--- src/rtl/sram_arb_pkg.sv ---
// Shared owner tag type and default widths for the sprite SRAM arbiter.
package sram_arb_pkg;

  typedef enum logic [1:0] {
    OWN_NONE = 2'd0,
    OWN_DISP = 2'd1,
    OWN_LOAD = 2'd2
  } owner_e;

  localparam int DEF_DATA_WIDTH   = 8;
  localparam int DEF_ADDR_WIDTH   = 16;
  localparam int DEF_STARVE_LIMIT = 8;

  // Counter width able to hold the value 'limit' itself.
  function automatic int cnt_width(input int limit);
    return $clog2(limit + 1);
  endfunction

endpackage

--- src/rtl/sram_arb_sprite_arbiter_top.sv ---
// Owner tag pipeline stage used by the arbiter top in sram_sprite_arbiter.sv.
module sram_arb_tag_stage
  import sram_arb_pkg::*;
(
  input  logic   clk,
  input  logic   reset_n,
  input  owner_e own_d,
  output owner_e own_q
);

  always_ff @(posedge clk or negedge reset_n) begin
    if (!reset_n) begin
      own_q <= OWN_NONE;
    end else begin
      own_q <= own_d;
    end
  end

endmodule

--- src/rtl/sram_arb_starve_cnt.sv ---
// Loader starvation counter: counts ungranted loader request cycles,
// saturating at STARVE_LIMIT; 'starved' forces the next contended grant.
module sram_arb_starve_cnt
  import sram_arb_pkg::*;
#(
  parameter int STARVE_LIMIT = DEF_STARVE_LIMIT
) (
  input  logic clk,
  input  logic reset_n,
  input  logic l_req,
  input  logic l_gnt,
  output logic starved
);

  localparam int CW = cnt_width(STARVE_LIMIT);
  localparam logic [CW-1:0] LIMIT = CW'(STARVE_LIMIT);

  logic [CW-1:0] cnt_q;
  logic [CW-1:0] cnt_d;

  always_comb begin
    cnt_d = cnt_q;
    if (l_gnt) begin
      cnt_d = '0;
    end else if (l_req && (cnt_q != LIMIT)) begin
      cnt_d = cnt_q + CW'(1);
    end
  end

  always_ff @(posedge clk or negedge reset_n) begin
    if (!reset_n) begin
      cnt_q <= '0;
    end else begin
      cnt_q <= cnt_d;
    end
  end

  assign starved = (cnt_q == LIMIT);

endmodule

--- src/rtl/sram_sprite_arbiter.sv ---
// Display/loader arbiter for a single-port sprite SRAM with 2-cycle reads.
// Optional loader starvation guard: define SRAM_ARB_STARVE_GUARD_EN.
module sram_sprite_arbiter
  import sram_arb_pkg::*;
#(
  parameter int DATA_WIDTH   = DEF_DATA_WIDTH,
  parameter int ADDR_WIDTH   = DEF_ADDR_WIDTH,
  parameter int STARVE_LIMIT = DEF_STARVE_LIMIT
) (
  input  logic                  clk,
  input  logic                  reset_n,
  input  logic                  d_req,
  input  logic [ADDR_WIDTH-1:0] d_addr,
  output logic                  d_gnt,
  output logic                  d_valid,
  output logic [DATA_WIDTH-1:0] d_data,
  input  logic                  l_req,
  input  logic                  l_we,
  input  logic [ADDR_WIDTH-1:0] l_addr,
  input  logic [DATA_WIDTH-1:0] l_wdata,
  output logic                  l_gnt,
  output logic                  l_valid,
  output logic [DATA_WIDTH-1:0] l_rdata,
  output logic                  sram_en,
  output logic                  sram_we,
  output logic [ADDR_WIDTH-1:0] sram_addr,
  output logic [DATA_WIDTH-1:0] sram_data_i,
  input  logic [DATA_WIDTH-1:0] sram_data_o
);

  logic starved;

`ifdef SRAM_ARB_STARVE_GUARD_EN
  sram_arb_starve_cnt #(
    .STARVE_LIMIT (STARVE_LIMIT)
  ) u_starve_cnt (
    .clk     (clk),
    .reset_n (reset_n),
    .l_req   (l_req),
    .l_gnt   (l_gnt),
    .starved (starved)
  );
`else
  assign starved = 1'b0;
`endif

  logic                  sram_en_q, sram_en_d;
  logic                  sram_we_q, sram_we_d;
  logic [ADDR_WIDTH-1:0] sram_addr_q, sram_addr_d;
  logic [DATA_WIDTH-1:0] sram_data_i_q, sram_data_i_d;
  owner_e                own_p1_q, own_p1_d;
  owner_e                own_p2_q;
  logic [DATA_WIDTH-1:0] d_hold_q, d_hold_d;
  logic [DATA_WIDTH-1:0] l_hold_q, l_hold_d;

  // Grants are combinational; reset_n gating keeps them low while in reset.
  always_comb begin
    l_gnt = reset_n & l_req & (~d_req | starved);
    d_gnt = reset_n & d_req & ~l_gnt;
  end

  // Stage 1: capture the granted access onto the SRAM port and tag its owner.
  always_comb begin
    sram_en_d     = d_gnt | l_gnt;
    sram_we_d     = l_gnt & l_we;
    sram_addr_d   = sram_addr_q;
    sram_data_i_d = sram_data_i_q;
    own_p1_d      = OWN_NONE;
    if (d_gnt) begin
      sram_addr_d = d_addr;
      own_p1_d    = OWN_DISP;
    end else if (l_gnt) begin
      sram_addr_d = l_addr;
      if (l_we) begin
        sram_data_i_d = l_wdata;
      end else begin
        own_p1_d = OWN_LOAD;
      end
    end
  end

  always_ff @(posedge clk or negedge reset_n) begin
    if (!reset_n) begin
      sram_en_q     <= 1'b0;
      sram_we_q     <= 1'b0;
      sram_addr_q   <= '0;
      sram_data_i_q <= '0;
    end else begin
      sram_en_q     <= sram_en_d;
      sram_we_q     <= sram_we_d;
      sram_addr_q   <= sram_addr_d;
      sram_data_i_q <= sram_data_i_d;
    end
  end

  sram_arb_tag_stage u_tag_p1 (
    .clk     (clk),
    .reset_n (reset_n),
    .own_d   (own_p1_d),
    .own_q   (own_p1_q)
  );

  // Stage 2: the tag lines up with the SRAM's registered read data.
  sram_arb_tag_stage u_tag_p2 (
    .clk     (clk),
    .reset_n (reset_n),
    .own_d   (own_p1_q),
    .own_q   (own_p2_q)
  );

  always_comb begin
    d_valid  = (own_p2_q == OWN_DISP);
    l_valid  = (own_p2_q == OWN_LOAD);
    d_data   = d_valid ? sram_data_o : d_hold_q;
    l_rdata  = l_valid ? sram_data_o : l_hold_q;
    d_hold_d = d_data;
    l_hold_d = l_rdata;
  end

  always_ff @(posedge clk or negedge reset_n) begin
    if (!reset_n) begin
      d_hold_q <= '0;
      l_hold_q <= '0;
    end else begin
      d_hold_q <= d_hold_d;
      l_hold_q <= l_hold_d;
    end
  end

  assign sram_en     = sram_en_q;
  assign sram_we     = sram_we_q;
  assign sram_addr   = sram_addr_q;
  assign sram_data_i = sram_data_i_q;

endmodule
--- config.mk ---
export PLATFORM = sky130hd
export DESIGN_NAME = sram_sprite_arbiter
export DESIGN_NICKNAME = d
export VERILOG_FILES = /design/src/rtl/sram_arb_pkg.sv /design/src/rtl/sram_arb_sprite_arbiter_top.sv /design/src/rtl/sram_arb_starve_cnt.sv /design/src/rtl/sram_sprite_arbiter.sv
export SDC_FILE = /design/constraint.sdc
export NUM_CORES = 1
export LEC_CHECK = 0
export CAP_MARGIN = 0
export CORE_MARGIN = 2
export CORE_UTILIZATION = 36
export CTS_CLUSTER_SIZE = 28
export DETAILED_ROUTE_END_ITERATION = 6
export PLACE_DENSITY = 0.76
export SLEW_MARGIN = 0
export SYNTH_ARGS = -nofsm -noshare
export SYNTH_HDL_FRONTEND = slang
export SYNTH_HIERARCHICAL = 1
export SYNTH_SLANG_ARGS = --single-unit
export TNS_END_PERCENT = 30
--- constraint.sdc ---
create_clock -name clk -period 1.28 [get_ports clk]
set_input_delay 0.256 -clock clk [delete_from_list [all_inputs] [get_ports clk]]
set_output_delay 0.256 -clock clk [all_outputs]
set_load 0.05 [all_outputs]
==> reports/qor.json, run 1 <==
{
  "critical_path_required_ns": 1.02,
  "finalSetupViolations": 18,
  "max_freq_mhz": 566.4,
  "place_area_um2": 3555,
  "final_common_cell": "clkdlybuf4s50_1",
  "cell_area_after_synthesis_um2": 1959,
  "final_hold_vios": 0,
  "timing.hold.ws_ns": 0.03159,
  "grt_first_pass_wirelength_mm": 8.418,
  "arrival_ns": 1.51,
  "drt-wirelength-per-cell_um": 15.07,
  "violations": "negative setup slack",
  "clock_tree.root_cell": "clkbuf_8",
  "detailedRoute.firstPassIterationCount": 5,
  "post-route-util_pct": 71.41,
  "antenna_diode_instance_count": 0,
  "drcViolationCount": 0,
  "synth_cell_type_count": 18,
  "finalPower_w": 0.005262,
  "power.ir.vdd_worst_mv": 0.6508,
  "fp.coreArea_um2": 5172,
  "fin_nets": 321,
  "grt_max_degree": 27,
  "route.antenna.remaining_nets": 0,
  "most-common-layout-cells": "49 x clkdlybuf4s50_1, 46 x dfrtp_1, 46 x buf_12, 34 x inv_1",
  "power.share.switching_pct": 35.36,
  "first_global_vias": 1767,
  "setup_slack_ns": -0.4856,
  "grtUsageTotal_pct": 17.68,
  "powerDensity_nw_per_um2": 1425,
  "yosysWarnings": 6,
  "numClockSinks": 46,
  "worstMarginPinSlew_ns": 0.3272,
  "via_density_per_instance": 4.755,
  "critical_path_class": "reg -> out",
  "vias": 1612,
  "io_pins": 99,
  "synth-edff-count": 0,
  "synth-main-ff-cell": "dfrtp_1",
  "synth_async_sr_flop_share_pct": 100.0,
  "grt.overflow.total": 0,
  "p_comb_share_pct": 48.0,
  "horizontal_extent_of_the_die_um": 77.78,
  "tritoncts": "done",
  "clk_transition_reported_paths_ns": 0.08,
  "final.setup_skew_ns": 0.003762,
  "area_growth_syn_to_layout_pct": 88.51,
  "instances_no_fill": 339,
  "floorplan.initialDensity_pct": 37.88,
  "rows": 26,
  "worst_stage_delay_on_the_critical_path_ns": 0.42,
  "weighted_congestion_reported_at_the_end_of_routability_driven_placement": 0.7511,
  "dieHeight_um": 77.78,
  "total_leakage_power_nw": 1.771,
  "unrepaired_setup_endpoints_after_global_routing": "yes",
  "setup.worst_path.start_class": "register",
  "clockBufferDepth": 2,
  "die-area_um2": 6049,
  "ys_seq_area_share_pct": 58.75,
  "netSwitchingPower_w": 0.001861,
  "period_minus_slack_ns": 1.766,
  "cell_type_with_the_largest_total_area_after_synthesis": "dfrtp_1",
  "timing.critical_path.cells": "nor2b_4 > buf_4 > mux2_4 > buf_12",
  "p_int_w": 0.003402,
  "post-route-period-util_pct": 137.9,
  "synth_top_cell_area_share_pct": 58.75,
  "stdcell_area_um2": 3694,
  "cts-buffers-inserted": 5,
  "drt_wl_total_mm": 5.109,
  "synth.net_count": 207,
  "end_kind": "output port",
  "synth.ff_latch_count": 46,
  "half_perimeter_wire_length_after_detailed_placement_mm": 4.001,
  "worst_hold_path_type": "in -> async",
  "slew_viols_final": 0,
  "share_clk_of_total_power_pct": 17.0,
  "clk_latency_ns": 0.29,
  "synthesis.area_per_instance_um2": 12.72,
  "outcome": "complete, but fails checks",
  "timing.critical_path.fanout_max": 4,
  "drv_cap": 0,
  "drtIter0Drc": 114,
  "netlist_top_cells_area": "dfrtp_1 59%, mux2_2 13%, a222oi_1 8.2%",
  "seq_power_share_pct": 35.1,
  "place.port_buffers": 98,
  "crit_slowest_cell": "dfrtp_1",
  "antenna_found_initial": 0,
  "placed_cells": 328,
  "synthesized_netlist_cell_count": 154,
  "drive_above_1_share_pct": 37.92,
  "slew_headroom_pct": 78.19,
  "cts_max_level": 2
}
## per-stage QoR
stage / TNS [ns] / setup WS [ns]
after floorplan: -1.158 / -0.09306
after global placement: -7.160 / -0.2437
after detailed placement: -9.053 / -0.3070
after CTS: -8.002 / -0.4953
after global routing: -9.116 / -0.5502
final: -8.046 / -0.4856
## flip-flops by register name (all words and copies together), names as in the netlist
register / cells
d_hold_q: 8
l_hold_q: 8
sram_addr: 16
sram_data_i: 8
sram_en: 1
sram_we: 1
u_tag_p1/own_q: 2
u_tag_p2/own_q: 2
## Yosys cell counts (2+ instances only)
cell      instances
nor2b_1          18
dfrtp_1          46
inv_1            35
buf_2             4
a222oi_1         16
mux2_2           22
mux2_1            2
## area by class of cell
| cell class | instances | area [um2] |
|---|---|---|
| Clock buffer | 7 | 86.33 |
| Clock inverter | 1 | 5.005 |
| Fill cell | 348 | 1479 |
| Inverter | 35 | 131.4 |
| Multi-Input combinational cell | 64 | 648.1 |
| Sequential cell | 46 | 1151 |
| Tap cell | 70 | 87.58 |
| Timing Repair Buffer | 116 | 1584 |
## power by group through the flow
stage / sequential, W / clock [W] / combinational [W]
2_1_floorplan: 0.00223 / 0 / 0.000773
3_3_place_gp: 0.00186 / 0 / 0.00249
3_5_place_dp: 0.00187 / 0 / 0.00252
4_1_cts: 0.00185 / 0.000928 / 0.00254
5_1_grt: 0.00187 / 0.000985 / 0.00262
6_report: 0.00185 / 0.000893 / 0.00252
## final timing paths
| path | from | endpoint | slack [ns] | depth (start not counted) |
|---|---|---|---|---|
| worst min register to register | u_tag_p1/own_q[0] | u_tag_p2/own_q[0] | 0.36 | 0 |
| max in group asynchronous | reset_n | sram_addr[6] | 0.59 | 3 |
| worst max register to register | u_tag_p2/own_q[0] | l_hold_q[2] | 0.01 | 4 |
| worst min-delay path | reset_n | sram_addr[11] | 0.03 | 2 |
| min in group clk | u_tag_p1/own_q[0] | u_tag_p2/own_q[0] | 0.36 | 0 |
| worst max-delay path | u_tag_p2/own_q[0] | l_rdata[0] | -0.49 | 4 |
## worst max-delay path: cells and delay by family, from the launching register on
| kind | cells | cell delay (ns) |
|---|---|---|
| buffers and inverters | 2 | 0.31 |
| flip-flops | 1 | 0.42 |
| multiplexers | 1 | 0.32 |
| AND/OR/NAND/NOR | 1 | 0.15 |
## what timing repair did
item                                   4_1_cts  5_1_grt
endpoints found under the hold margin        6        0
gates resized for setup                      8        4
setup endpoints to repair                   20       21
setup buffers                                1        0
cloned                                       1        0
hold buffers                                 1        0
## layer usage
metal  GRT usage [%]  vias to the layer above  wire length [um]
met5               0                        -                 0
met4           4.464                        0                71
met3           5.930                        7               409
met2           30.60                       78              2590
met1           21.04                      784              2037
li1                -                      743                 -
## cell families after synthesis
group,count (synthesis),share of synthesized area [%]
DFF,46,58.75
buffers and inverters,44,10.34
muxes,24,13.79
and+or+nand+nor,23,8.494
AOI/OAI and AO/OA,17,8.621
(Power assumes the default switching activity.)
==> inputs of run 2 (changes only) <==
- CORE_MARGIN: 2 -> 4
- SLEW_MARGIN: 0 -> 20
- TNS_END_PERCENT: 30 -> default
==> reports/qor.json, run 2 (same netlist as run 1, synthesis figures left out) <==
{
  "clk_transition_reported_paths": {"value": 0.08, "unit": "ns", "change": "about the same"},
  "worst_hold_path_type": "in -> async",
  "unrepaired_setup_endpoints_after_global_routing": "yes",
  "setup_tns": {"value": -7.683, "unit": "ns", "change": "+0.3625 ns"},
  "antenna_found_initial": {"value": 0, "change": "unchanged"},
  "grt_max_degree": {"value": 26, "change": "-3.7%"},
  "clockBufferDepth": {"value": 2, "change": "unchanged"},
  "period_minus_slack": {"value": 1.742, "unit": "ns", "change": "-0.02392 ns"},
  "finalSetupViolations": {"value": 23, "change": "+5"},
  "route.antenna.remaining_nets": {"value": 0, "change": "unchanged"},
  "weighted_congestion_reported_at_the_end_of_routability_driven_placement": {"value": 0.7180, "change": "-4.4%"},
  "clock_tree.root_cell": "clkbuf_8",
  "first_global_vias": {"value": 1713, "change": "-3.1%"},
  "cts_max_level": {"value": 2, "change": "unchanged"},
  "drcViolationCount": {"value": 0, "change": "unchanged"},
  "post-route-period-util": {"value": 136.1, "unit": "%", "change": "-1.9 points"},
  "setup.worst_path.start_class": "register",
  "outcome": "complete, but fails checks",
  "drt-wirelength-per-cell": {"value": 15.19, "unit": "um", "change": "+0.76%"},
  "power.ir.vdd_worst": {"value": 0.6698, "unit": "mV", "change": "+2.9%"},
  "via_density_per_instance": {"value": 4.647, "change": "-2.3%"},
  "numClockSinks": {"value": 46, "change": "unchanged"},
  "worstMarginPinSlew": {"value": 0.3076, "unit": "ns", "change": "-0.01960 ns"},
  "timing.critical_path.fanout_max": {"value": 5, "change": "+1"},
  "drt_wl_total": {"value": 5.330, "unit": "mm", "change": "+4.3%"},
  "grt.overflow.total": {"value": 0, "change": "unchanged"},
  "grt_first_pass_wirelength": {"value": 8.480, "unit": "mm", "change": "+0.74%"},
  "final_hold_vios": {"value": 0, "change": "unchanged"},
  "slew_headroom": {"value": 79.49, "unit": "%", "change": "+1.3 points"},
  "rows": {"value": 26, "change": "unchanged"},
  "arrival": {"value": 1.49, "unit": "ns", "change": "-0.02 ns"},
  "place.port_buffers": {"value": 98, "change": "unchanged"},
  "crit_slowest_cell": "dfrtp_1",
  "total_leakage_power": {"value": 1.865, "unit": "nW", "change": "+5.3%"},
  "die-area": {"value": 6687, "unit": "um2", "change": "+11%"},
  "cts-buffers-inserted": {"value": 5, "change": "unchanged"},
  "timing.rr.start": "u_tag_p2/own_q[0]",
  "io_pins": {"value": 99, "change": "unchanged"},
  "violations": "negative setup slack",
  "detailedRoute.firstPassIterationCount": {"value": 5, "change": "unchanged"},
  "critical_path_required": {"value": 1.02, "unit": "ns", "change": "about the same"},
  "final.setup_skew": {"value": 0.002830, "unit": "ns", "change": "-0.0009323 ns"},
  "drtIter0Drc": {"value": 95, "change": "-17%"},
  "post-route-util": {"value": 72.74, "unit": "%", "change": "+1.3 points"},
  "floorplan.initialDensity": {"value": 37.64, "unit": "%", "change": "-0.24 points"},
  "powerDensity": {"value": 1442, "unit": "nW/um2", "change": "+1.2%"},
  "antenna_diode_instance_count": {"value": 0, "change": "unchanged"},
  "worst_stage_delay_on_the_critical_path": {"value": 0.41, "unit": "ns", "change": "about the same"},
  "horizontal_extent_of_the_die": {"value": 81.78, "unit": "um", "change": "+5.1%"},
  "setup_slack": {"value": -0.4617, "unit": "ns", "change": "+0.02392 ns"},
  "vias": {"value": 1631, "change": "+1.2%"},
  "clk_latency": {"value": 0.29, "unit": "ns", "change": "about the same"},
  "critical_path_class": "reg -> out",
  "end_kind": "output port",
  "dieHeight": {"value": 81.78, "unit": "um", "change": "+5.1%"},
  "most-common-layout-cells": "49 x clkdlybuf4s50_1, 46 x dfrtp_1, 40 x buf_12, 34 x inv_1, 22 x buf_4",
  "grtUsageTotal": {"value": 17.09, "unit": "%", "change": "-0.59 points"},
  "slew_viols_final": {"value": 0, "change": "unchanged"},
  "final_common_cell": "clkdlybuf4s50_1",
  "timing.critical_path.cells": "nor2b_4 > buf_6 > mux2_4 > buf_12",
  "largest_reg_flops": {"value": 16, "change": "unchanged"},
  "area_growth_syn_to_layout_pct": 93.23,
  "timing.hold.ws": {"value": 0.02765, "unit": "ns", "change": "-0.003941 ns"},
  "crit_start": "u_tag_p2/own_q[0]",
  "drv_cap": {"value": 0, "change": "unchanged"},
  "drive_above_1_share": {"value": 40.21, "unit": "%", "change": "+2.3 points"},
  "tritoncts": "done",
  "max_freq": {"value": 574.1, "unit": "MHz", "change": "+1.4%"},
  "fin_nets": {"value": 333, "change": "+3.7%"},
  "fp.coreArea": {"value": 5205, "unit": "um2", "change": "+0.63%"},
  "half_perimeter_wire_length_after_detailed_placement": {"value": 4.118, "unit": "mm", "change": "+2.9%"}
}
[run 2: cell count changes in the layout (fill, tap and decap cells not counted), moves of 6 or more]
cell    before  now
buf_12      46   40
buf_6        3   12
buf_4       14   22
mux2_2      16    8
mux2_4       8   16
[run 2: power by group]
group | switching [W] | internal (W)
Sequential | 0.000169 | 0.00168
Clock | 0.000452 | 0.000584
Combinational | 0.00125 | 0.00132
[run 2: worst paths after layout]
path | slack [ns] | end | cells past startpoint
setup / recovery | -0.46 | l_rdata[7] | 4
hold / removal | 0.03 | sram_addr[10] | 2
setup reg to reg | -0.12 | l_hold_q[1] | 5
hold reg to reg | 0.36 | u_tag_p2/own_q[1] | 0
max in group asynchronous | 0.52 | sram_data_i[1] | 3
min in group clk | 0.36 | u_tag_p2/own_q[1] | 0
[run 2: through the flow]
step                cell area (um2)  cells  total power [W]  setup slack (ns)
detailed placement             3548    333         0.004369           -0.2741
floorplan                      2033    154         0.003037          -0.09306
global route                   3786    351         0.005705           -0.5373
CTS                            3775    351         0.005521           -0.4649
finish                         3786    351         0.005460           -0.4617
global placement               3548    333         0.004322           -0.2674
[run 2: layout make-up]
class                   instances  area, um2
flip-flops and latches         46       1151
inverters                      35      131.4
well taps                      70      87.58
clock inverters                 1      30.03
clock buffers                   7      76.32
repair buffers                128       1633
fillers                       370       1419
multi-input cells              64      676.9
[run 2: worst max-delay path, delay by kind of cell (launching register included)]
kind,cells,cell delay (ns)
buffers and inverters,2,0.30
flip-flops,1,0.41
multiplexers,1,0.32
AND/OR/NAND/NOR,1,0.15
[run 2: per-layer routing]
layer  track usage, %  share of wire, %  vias to the layer above
met5                0                 0                        -
met4            3.987              0.30                        0
met3            4.825               7.0                        2
met2            29.24                54                       68
met1            21.37                39                      795
li1                 -                 -                      766
[run 2: what timing repair did]
item | in CTS | in global routing
pin swaps | 1 | 0
endpoints found under the setup margin | 23 | 36
buffers inserted | 7 | 0
hold buffers | 2 | 0
hold endpoints to repair | 7 | 0
gates resized for setup | 16 | 6
gates cloned | 1 | 0
==> inputs of run 3 (changes only) <==
- CORE_UTILIZATION: 36 -> 30
- PLACE_DENSITY: 0.76 -> 0.65
==> reports/qor.json, run 3 (same netlist as run 1, synthesis figures left out) <==
{
  "netSwitchingPower": {"value": 0.001870, "unit": "W", "change": "about the same"},
  "drv_cap": {"value": 0, "change": "unchanged"},
  "tritoncts": "done",
  "place.port_buffers": {"value": 98, "change": "unchanged"},
  "critical_path_class": "reg -> out",
  "post-route-util": {"value": 59.76, "unit": "%", "change": "-13 points"},
  "dpl_worst_slack": {"value": -0.3936, "unit": "ns", "change": "-0.1195 ns"},
  "vias": {"value": 1623, "change": "-0.49%"},
  "critical_path_required": {"value": 1.02, "unit": "ns", "change": "about the same"},
  "clock_tree.root_cell": "clkbuf_8",
  "floorplan.initialDensity": {"value": 30.86, "unit": "%", "change": "-6.8 points"},
  "antenna_diode_instance_count": {"value": 0, "change": "unchanged"},
  "cts-buffers-inserted": {"value": 5, "change": "unchanged"},
  "half_perimeter_wire_length_after_detailed_placement": {"value": 3.895, "unit": "mm", "change": "-5.4%"},
  "numClockSinks": {"value": 46, "change": "unchanged"},
  "drt_wl_total": {"value": 5.440, "unit": "mm", "change": "+2.1%"},
  "unrepaired_setup_endpoints_after_global_routing": "yes",
  "horizontal_extent_of_the_die": {"value": 88.82, "unit": "um", "change": "+8.6%"},
  "largest_reg_flops": {"value": 16, "change": "unchanged"},
  "first_global_vias": {"value": 1670, "change": "-2.5%"},
  "grt_max_degree": {"value": 39, "change": "+50%"},
  "die-area": {"value": 7888, "unit": "um2", "change": "+18%"},
  "worstMarginPinSlew": {"value": 0.4828, "unit": "ns", "change": "+0.1752 ns"},
  "total_leakage_power": {"value": 1.872, "unit": "nW", "change": "+0.40%"},
  "final_common_cell": "clkdlybuf4s50_1",
  "power.share.switching": {"value": 35.28, "unit": "%", "change": "+1.0 points"},
  "timing.rr.start": "u_tag_p2/own_q[0]",
  "detailedRoute.firstPassIterationCount": {"value": 6, "change": "+1"},
  "crit_start": "u_tag_p2/own_q[0]",
  "nFillCells": {"value": 506, "change": "+37%"},
  "fp.coreArea": {"value": 6350, "unit": "um2", "change": "+22%"},
  "worst_r2r_path_depth": {"value": 4, "change": "-1"},
  "route.antenna.remaining_nets": {"value": 0, "change": "unchanged"},
  "area_growth_syn_to_layout_pct": 93.68,
  "slew_viols_final": {"value": 0, "change": "unchanged"},
  "violations": "negative setup slack",
  "reg2reg_to": "l_hold_q[1]",
  "grtUsageTotal": {"value": 13.61, "unit": "%", "change": "-3.5 points"},
  "powerDensity": {"value": 1397, "unit": "nW/um2", "change": "-3.1%"},
  "seq_power_share": {"value": 34.9, "unit": "%", "change": "+1.0 points"},
  "finalSetupViolations": {"value": 19, "change": "-17%"},
  "outcome": "complete, but fails checks",
  "power.ir.vdd_worst": {"value": 0.9725, "unit": "mV", "change": "+45%"},
  "final.setup_skew": {"value": 0.005669, "unit": "ns", "change": "+0.002839 ns"},
  "grt_first_pass_wirelength": {"value": 8.335, "unit": "mm", "change": "-1.7%"},
  "reg2reg_slack": {"value": 0, "unit": "ns", "change": "+0.12 ns"},
  "cts_max_level": {"value": 2, "change": "unchanged"},
  "drcViolationCount": {"value": 0, "change": "unchanged"},
  "p_int": {"value": 0.003432, "unit": "W", "change": "-4.4%"},
  "worstSetupEndpoint": "l_rdata[1]",
  "end_kind": "output port",
  "p_comb_share": {"value": 48.4, "unit": "%", "change": "+1.3 points"},
  "via_density_per_instance": {"value": 4.521, "change": "-2.7%"},
  "post-route-period-util": {"value": 137.1, "unit": "%", "change": "+1.0 points"},
  "clk_transition_reported_paths": {"value": 0.08, "unit": "ns", "change": "about the same"},
  "timing.critical_path.fanout_max": {"value": 5, "change": "unchanged"},
  "drt-wirelength-per-cell": {"value": 15.15, "unit": "um", "change": "-0.21%"},
  "antenna_found_initial": {"value": 0, "change": "unchanged"},
  "drtIter0Drc": {"value": 81, "change": "-15%"},
  "setup.worst_path.start_class": "register",
  "drive_above_1_share": {"value": 41.13, "unit": "%", "change": "+0.92 points"},
  "grt.overflow.total": {"value": 0, "change": "unchanged"},
  "slew_headroom": {"value": 67.81, "unit": "%", "change": "-12 points"},
  "max_freq": {"value": 569.8, "unit": "MHz", "change": "-0.75%"},
  "clk_latency": {"value": 0.29, "unit": "ns", "change": "about the same"},
  "final_hold_vios": {"value": 0, "change": "unchanged"},
  "io_pins": {"value": 99, "change": "unchanged"},
  "clockBufferDepth": {"value": 2, "change": "unchanged"},
  "weighted_congestion_reported_at_the_end_of_routability_driven_placement": {"value": 0.7018, "change": "-2.3%"},
  "arrival": {"value": 1.50, "unit": "ns", "change": "about the same"},
  "setup_slack": {"value": -0.4749, "unit": "ns", "change": "-0.01314 ns"},
  "rows": {"value": 29, "change": "+12%"},
  "fin_nets": {"value": 334, "change": "+0.30%"},
  "most-common-layout-cells": "49 x clkdlybuf4s50_1, 46 x dfrtp_1, 39 x buf_12, 35 x inv_1, 19 x buf_4",
  "timing.hold.ws": {"value": 0.06557, "unit": "ns", "change": "+0.03792 ns"},
  "dieHeight": {"value": 88.82, "unit": "um", "change": "+8.6%"},
  "period_minus_slack": {"value": 1.755, "unit": "ns", "change": "+0.01313 ns"},
  "share_clk_of_total_power": {"value": 16.7, "unit": "%", "change": "-2.3 points"},
  "worst_hold_path_type": "in -> async"
}
-- run 3: area by class of cell --
type,instances,area (um2),area share [%]
Multi-Input combinational cell,65,691.9,18.23
Timing Repair Buffer,128,1633,43.03
Clock buffer,7,86.33,2.275
Clock inverter,1,5.005,0.1319
Sequential cell,46,1151,30.33
Tap cell,77,96.34,2.539
Inverter,35,131.4,3.462
-- run 3: power by group through the flow --
stage | combinational (W) | sequential (W) | clock [W]
CTS | 0.00252 | 0.00185 | 0.000926
detailed placement | 0.00243 | 0.00188 | 0
finish | 0.00256 | 0.00185 | 0.000887
global route | 0.00267 | 0.00188 | 0.00100
floorplan | 0.000805 | 0.00223 | 0
global placement | 0.00241 | 0.00187 | 0
-- run 3: metrics by stage --
stage	TNS [ns]	instances	total power, W	cell area, um2
global route	-8.869	359	0.005547	3795
CTS	-12.28	351	0.005301	3721
finish	-7.804	359	0.005302	3795
floorplan	-0.7445	154	0.003037	2033
global placement	-9.511	336	0.004278	3515
detailed placement	-10.99	336	0.004309	3515
-- run 3: worst min-delay path by stage --
| stage | to | slack (ns) |
|---|---|---|
| floorplan | d_hold_q[0] | -0.04 |
| global placement | sram_addr[0] | 0.23 |
| CTS | sram_addr[6] | 0.09 |
| detailed placement | sram_addr[0] | 0.23 |
| global route | sram_addr[8] | 0.11 |
| finish | sram_addr[2] | 0.07 |
-- run 3: critical path: stages, from the launching register on --
cell,delay (ns)
dfrtp_1,0.41
nor2b_4,0.15
buf_6,0.16
mux2_4,0.33
buf_12,0.15
-- run 3: routing by layer --
layer  GRT usage [%]  routed length, um  vias to the layer above
met4           2.885                 34                        0
met3           4.469                503                        5
met1           17.81               2299                      777
met2           22.06               2602                       73
li1                -                  -                      768
met5               0                  0                        -
-- run 3: timing repair --
| item | in CTS | in global routing |
|---|---|---|
| resized for setup | 20 | 9 |
| buffers inserted | 5 | 8 |
| pin swaps | 1 | 1 |
| hold buffers | 1 | 0 |
| gates cloned | 1 | 1 |
| hold endpoints to repair | 8 | 0 |
| endpoints found under the setup margin | 35 | 49 |
